`config.mk`:
```
export PLATFORM = sky130hd
export DESIGN_NAME = shift_reg_ctrl_flat
export DESIGN_NICKNAME = d
export VERILOG_FILES = /design/src/rtl/shift_reg_pkg.sv /design/src/rtl/shift_reg_ctrl_if.sv /design/src/rtl/shift_reg_universal.sv /design/src/rtl/shift_reg_ctrl.sv /design/src/flat_wrapper.sv
export SDC_FILE = /design/constraint.sdc
export NUM_CORES = 1
export LEC_CHECK = 0
export BUFFER_PORTS_ARGS = -buffer_cell sky130_fd_sc_hd__buf_4
export CAP_MARGIN = 20
export CELL_PAD_IN_SITES_DETAIL_PLACEMENT = 1
export CELL_PAD_IN_SITES_GLOBAL_PLACEMENT = 2
export CORE_MARGIN = 4
export CORE_UTILIZATION = 32
export DETAILED_ROUTE_END_ITERATION = 10
export PLACE_DENSITY = 0.84
export SYNTH_ARGS = -nofsm -noshare
export SYNTH_HDL_FRONTEND = slang
export SYNTH_HIERARCHICAL = 1
export SYNTH_SLANG_ARGS = --single-unit
```
`constraint.sdc`:
```
create_clock -name clk -period 1.31 [get_ports clk]
set_input_delay 0.262 -clock clk [delete_from_list [all_inputs] [get_ports clk]]
set_output_delay 0.262 -clock clk [all_outputs]
set_load 0.01 [all_outputs]
```
`src/rtl/shift_reg_pkg.sv`:
```
// Shared mode codes and FSM state encoding for the shift-register sequencer.
package shift_reg_pkg;

  localparam logic [1:0] MODE_HOLD = 2'b00;
  localparam logic [1:0] MODE_SHR  = 2'b01;
  localparam logic [1:0] MODE_SHL  = 2'b10;
  localparam logic [1:0] MODE_LOAD = 2'b11;

  typedef enum logic [1:0] {
    StIdle  = 2'b00,
    StLoad  = 2'b01,
    StShift = 2'b10,
    StDone  = 2'b11
  } state_e;

endpackage

```
`src/rtl/shift_reg_ctrl_if.sv`:
```
// Host-side bundle of the sequencer: word handshake, abort and observed register state.
interface shift_reg_ctrl_if #(
  parameter int unsigned WIDTH = 4
);
  logic             start_valid;
  logic             start_ready;
  logic [WIDTH-1:0] data_in;
  logic             dir;
  logic             abort;
  logic [1:0]       mode;
  logic [WIDTH-1:0] q;
  logic             serial_out;
  logic             busy;
  logic             done;

  modport master (
    output start_valid, data_in, dir, abort,
    input  start_ready, mode, q, serial_out, busy, done
  );

  modport slave (
    input  start_valid, data_in, dir, abort,
    output start_ready, mode, q, serial_out, busy, done
  );
endinterface

```
`src/rtl/shift_reg_universal.sv`:
```
// WIDTH-bit universal shift register: hold, shift right, shift left or parallel load.
module shift_reg_universal
  import shift_reg_pkg::*;
#(
  parameter int unsigned WIDTH = 4
) (
  input  logic             clk,
  input  logic             reset,
  input  logic [1:0]       mode,
  input  logic [WIDTH-1:0] d,
  input  logic             ser_in,
  output logic [WIDTH-1:0] q
);

  always_ff @(posedge clk or posedge reset) begin
    if (reset) begin
      q <= '0;
    end else begin
      unique case (mode)
        MODE_HOLD: q <= q;
        MODE_SHR:  q <= {ser_in, q[WIDTH-1:1]};
        MODE_SHL:  q <= {q[WIDTH-2:0], ser_in};
        MODE_LOAD: q <= d;
        default:   q <= q;
      endcase
    end
  end

endmodule

```
`src/rtl/shift_reg_ctrl.sv`:
```
// Self-timed parallel-to-serial sequencer around a universal shift register.
// Build option SHIFT_REG_CTRL_CIRC_EN: rotate instead of zero-fill during SHIFT.
module shift_reg_ctrl
  import shift_reg_pkg::*;
#(
  parameter int unsigned WIDTH = 4
) (
  input logic              clk,
  input logic              reset,
  shift_reg_ctrl_if.slave  bus
);

  localparam int unsigned CNT_W = $clog2(WIDTH) + 1;

  state_e           state;
  logic [CNT_W-1:0] cnt;
  logic [WIDTH-1:0] word;
  logic             dir_cap;
  logic [1:0]       mode;
  logic             busy;
  logic             done;
  logic [WIDTH-1:0] q;
  logic             exit_bit;
  logic             ser_in;

  assign exit_bit = dir_cap ? q[0] : q[WIDTH-1];

`ifdef SHIFT_REG_CTRL_CIRC_EN
  assign ser_in = exit_bit;
`else
  assign ser_in = 1'b0;
`endif

  assign bus.start_ready = (state == StIdle) && !bus.abort;
  assign bus.serial_out  = (state == StShift) && exit_bit;
  assign bus.mode        = mode;
  assign bus.busy        = busy;
  assign bus.done        = done;
  assign bus.q           = q;

  // Mode is registered alongside the state so the datapath acts on the mode shown this cycle.
  always_ff @(posedge clk or posedge reset) begin
    if (reset) begin
      state   <= StIdle;
      cnt     <= '0;
      word    <= '0;
      dir_cap <= 1'b0;
      mode    <= MODE_HOLD;
      busy    <= 1'b0;
      done    <= 1'b0;
    end else begin
      done <= 1'b0;
      unique case (state)
        StIdle: begin
          if (bus.start_valid && bus.start_ready) begin
            word    <= bus.data_in;
            dir_cap <= bus.dir;
            state   <= StLoad;
            mode    <= MODE_LOAD;
            busy    <= 1'b1;
          end
        end
        StLoad: begin
          if (bus.abort) begin
            state <= StIdle;
            mode  <= MODE_HOLD;
            busy  <= 1'b0;
          end else begin
            cnt   <= '0;
            state <= StShift;
            mode  <= dir_cap ? MODE_SHR : MODE_SHL;
          end
        end
        StShift: begin
          if (bus.abort) begin
            state <= StIdle;
            mode  <= MODE_HOLD;
            busy  <= 1'b0;
          end else begin
            cnt <= cnt + 1'b1;
            if (cnt == CNT_W'(WIDTH - 1)) begin
              state <= StDone;
              mode  <= MODE_HOLD;
              done  <= 1'b1;
            end
          end
        end
        StDone: begin
          state <= StIdle;
          mode  <= MODE_HOLD;
          busy  <= 1'b0;
        end
        default: begin
          state <= StIdle;
          mode  <= MODE_HOLD;
          busy  <= 1'b0;
        end
      endcase
    end
  end

  shift_reg_universal #(
    .WIDTH (WIDTH)
  ) u_reg (
    .clk    (clk),
    .reset  (reset),
    .mode   (mode),
    .d      (word),
    .ser_in (ser_in),
    .q      (q)
  );

endmodule

```
`src/flat_wrapper.sv`:
```
// flat-port wrapper written by rule: the top's interface ports become plain ports
module shift_reg_ctrl_flat import shift_reg_pkg::*;
#(
  parameter int unsigned WIDTH = 4
)
  (clk, reset, bus_start_valid, bus_data_in, bus_dir, bus_abort, bus_start_ready, bus_mode, bus_q, bus_serial_out, bus_busy, bus_done);
  shift_reg_ctrl_if #(.WIDTH(WIDTH)) bus_i ();
  input logic clk;
  input logic reset;
  input wire logic [$bits(bus_i.start_valid)-1:0] bus_start_valid;
  input wire logic [$bits(bus_i.data_in)-1:0] bus_data_in;
  input wire logic [$bits(bus_i.dir)-1:0] bus_dir;
  input wire logic [$bits(bus_i.abort)-1:0] bus_abort;
  output wire logic [$bits(bus_i.start_ready)-1:0] bus_start_ready;
  output wire logic [$bits(bus_i.mode)-1:0] bus_mode;
  output wire logic [$bits(bus_i.q)-1:0] bus_q;
  output wire logic [$bits(bus_i.serial_out)-1:0] bus_serial_out;
  output wire logic [$bits(bus_i.busy)-1:0] bus_busy;
  output wire logic [$bits(bus_i.done)-1:0] bus_done;
  assign bus_i.start_valid = bus_start_valid;
  assign bus_i.data_in = bus_data_in;
  assign bus_i.dir = bus_dir;
  assign bus_i.abort = bus_abort;
  assign bus_start_ready = bus_i.start_ready;
  assign bus_mode = bus_i.mode;
  assign bus_q = bus_i.q;
  assign bus_serial_out = bus_i.serial_out;
  assign bus_busy = bus_i.busy;
  assign bus_done = bus_i.done;
  shift_reg_ctrl #(.WIDTH(WIDTH)) u_core (.clk(clk), .reset(reset), .bus(bus_i));
endmodule
```
==> metrics list <==
* Global-route track usage on met2: 0.2450
- Power density cells: 2317 nW/µm²
* Period Utilization, post-route: 1.186
- Along the worst hold path, the cell count comes to 2.
- In this run the vertical extent of the chip is between 60 and 70 µm.
* Antenna violation net count after detailed routing: 0
- The share of total power dissipated in the clock network is 0.083.
* Number of non-filler instances in the completed layout: 147
* Hold EP: u_core/word[2]
- Clk Tree Root Cell: clkbuf_4
* Port-buffer cells: 18
* Max H-tree Level: 1
- Reg-to-reg startpoint: u_core/state[1]
- Tmin final: 1.554 ns
- Hold timing on the final database bottoms out at a slack of 0.1962 ns.
* Fillers: just under 300
* Final global-route overflow total: 0
- Library cells used by synthesis: 24
- Synthesis produced a netlist whose cell count is 72.
- For this block, the routed nets add up to 2565 µm of wire.
- Share of power burned in registers: 0.305
- After routing the design area is about 1500 µm².
- Number of remaining DRC errors: 0
- After detailed routing, the average wire length per cell comes to 17.45 µm.
- TritonCTS built the clock tree.
- The path class of the tightest hold or removal check is in2reg.
* Wire length of the first global-routing pass: 4464 µm
- Across the routed clock network, the largest skew measured is 0.006508 ns.
- Minimum setup slack in the final design: -0.2441 ns
* Top-level port count: 19
- Kind of end point of the critical path: register
* Nets@finish: approximately 130
- Of the total power, the share spent switching nets is 0.3694.
- For met3 alone, demand over resource in global routing was 0.01079.
* Required time at the worst-slack endpoint: 1.50 ns
- Net switching power of the design: 1.253 mW
- Violations in the final reports: setup timing
* Peak VDD IR: 0.001042 V
* Clock sink count: 18
- Of the synthesized area, sequential elements account for 0.4712.
- For this block, the initial DRC count from the detailed router was 11.
- The startpoint identified for the worst hold timing path is bus_data_in[2].
* Placer's final routability congestion estimate: 0.7430
- Critical register-to-register path endpoint: u_core/state[1]
* Hold violation total from the final report: 0
- All-layer global routing usage: 0.1453
* Arr. time, crit path: roughly 1.8 ns
- Across all register-to-register paths, the minimum setup slack is -0.24 ns.
- For this run, the share of the core covered by cells in the final layout is 0.5219.
- After detailed routing, the number of vias per cell comes to 4.905.
* Flop and latch count out of synthesis: 18
- Met1 Usage GRT: 0.1928
- Antenna violations before repair: 0
- The area growth from synthesis to layout is 53.14%.
* Floorplan Core Area: 2805 µm²
* Total iterations of the first detailed-routing run: 3
* Leakage component of the power: between 0.7 and 0.8 nW
- The wire-length estimate of the detail-placed layout is roughly 1700 µm.
- Count of final max-slew check failures: 0
* Share of final-layout standard cells stronger than drive strength 1: 0.5690
* Placement Setup Slack: -0.07136 ns
- Maximum achievable frequency: 643.4 MHz
- Clock edge transition at the registers on the reported setup and hold paths: 0.11 ns
- The clock passes through at most 2 buffers.
- Number of global-route vias before repair: 826
* Pin count of the biggest net entering global routing: 15
- Synthesized cell area: 955.9 µm²
- Combinational power share: 0.612
* Initial standard-cell utilization of the core: 0.3408
- The worst setup path is launched from a register.
- Worst-case reg-to-reg path depth: 6
* Synthesized area per cell: 13.28 µm²
* Standard cell area after detailed placement: around 1200 µm²
- Placed Cells incl. Taps: approximately 130
- Sum of negative setup slack: -2.560 ns
- Diodes inserted: 0
- Setup repair after global routing could not meet its margin everywhere.
- Std cell rows: 19
- Biggest fanout along the worst timing path: 3
- The routed layout has 721 vias.
* Crit path kind: reg2reg
* Most heavily used metal layer in global routing: met2
* Max_cap viols: 0
- Cts bufs inserted: 3
- DIE WIDTH: 62.66 µm
- The flow ran to the end, but the final reports show violations.
- Total power consumption of the routed design: 3.392 mW
- Synth warnings: 6
- Total Die Area: a little under 4000 µm²
- Clock insertion delay at the later pin of the skew report: approximately 0.30 ns
* Cell Int Power: 2.139 mW
- Final setup fails: 15
synth_stat cells:
cell type   n  share of area
a21oi_1     2          0.010
a22o_1      1         0.0092
ha_1        6          0.079
a2bb2oi_4   1          0.027
mux2i_1     4          0.042
nand2_1     2         0.0079
a2bb2oi_1   1         0.0092
mux4_1      4           0.11
and2b_2     1         0.0092
nor2b_1     2          0.013
dfrtp_1    18           0.47
nand2_4     1          0.012
o21bai_1    1         0.0079
o21ai_0     2          0.010
inv_1      10          0.039
mux2_2      6          0.071
or2b_1      1         0.0079
a31oi_1     2          0.013
conb_1      1         0.0039
nand2b_4    1          0.014
nand2b_1    2          0.013
and2_1      1         0.0065
nor2_1      1         0.0039
a221oi_1    1         0.0092
power by group through the flow:
stage          Combinational (mW)  Sequential [mW]  Clock, mW
2_1_floorplan               0.858             1.03          0
3_3_place_gp                 1.43             1.03          0
3_5_place_dp                 1.48             1.04          0
4_1_cts                      1.84             1.04      0.285
5_1_grt                      2.21             1.08      0.326
6_report                     2.07             1.04      0.281
cell usage in the layout (no fill, tap or decap), types with 2 or more instances in the layout:
| master | count |
|---|---|
| a31oi_1 | 2 |
| buf_4 | 31 |
| buf_6 | 8 |
| clkbuf_4 | 3 |
| conb_1 | 2 |
| dfrtp_1 | 18 |
| ha_1 | 2 |
| ha_4 | 3 |
| inv_1 | 8 |
| inv_2 | 2 |
| mux2_2 | 2 |
| mux2_4 | 4 |
| mux2i_1 | 3 |
| mux4_1 | 4 |
| nand2b_1 | 2 |
registers in the layout, indices dropped and copies added (netlist names):
register	cells
u_core/bus.busy	1
u_core/bus.done	1
u_core/bus.mode	2
u_core/cnt	3
u_core/dir_cap	1
u_core/state	2
u_core/u_reg/q	4
u_core/word	4
cell type report:
| cell class | instances | area (µm²) | area share |
|---|---|---|---|
| Inverter | 10 | 37.54 | 0.02564 |
| Sequential cell | 18 | 450.4 | 0.3077 |
| Timing Repair Buffer | 40 | 332.8 | 0.2274 |
| Tap cell | 31 | 38.79 | 0.02650 |
| Multi-Input combinational cell | 45 | 581.8 | 0.3974 |
| Clock buffer | 3 | 22.52 | 0.01538 |
worst max-delay path, cell delays in order (launching register included):
cell and delay, ns:
dfrtp_1 0.44, buf_6 0.14, ha_4 0.16, buf_6 0.12, nand2b_4 0.08, a2bb2oi_4 0.19
mux2_4 0.32
how the worst max path moves through the flow:
| stage | startpoint | to | slack [ns] | depth (start not counted) |
|---|---|---|---|---|
| finish | u_core/state[1] | u_core/state[1] | -0.24 | 6 |
| floorplan | u_core/state[0] | u_core/state[1] | -0.05 | 5 |
| detailed placement | u_core/state[0] | u_core/state[1] | -0.07 | 5 |
| global route | u_core/state[1] | bus_start_ready | -0.30 | 4 |
| CTS | u_core/state[1] | bus_start_ready | -0.21 | 4 |
| global placement | u_core/state[1] | u_core/word[3] | -0.05 | 5 |
layer usage:
layer,up-vias,share of wire
li1,345,-
met2,10,0.51
met3,4,0.0082
met1,362,0.47
met5,-,0
met4,0,0.012
cells by family after synthesis:
kind of cell	share of synthesized area
DFF	0.4712
muxes	0.2225
and+or+nand+nor	0.08770
AOI/OAI and AO/OA	0.09687
buffers and inverters	0.03927
adders and majority gates	0.07853
other	0.003923
timing repair:
| action | 4_1_cts | 5_1_grt |
|---|---|---|
| resized for setup | 16 | 13 |
| setup endpoints to repair | 11 | 16 |
| hold buffers | 1 | 0 |
| pin swaps | 3 | 5 |
| hold endpoints to repair | 18 | 0 |
| buffers inserted | 8 | 3 |
Note: power is estimated with default switching activity, not from simulation.
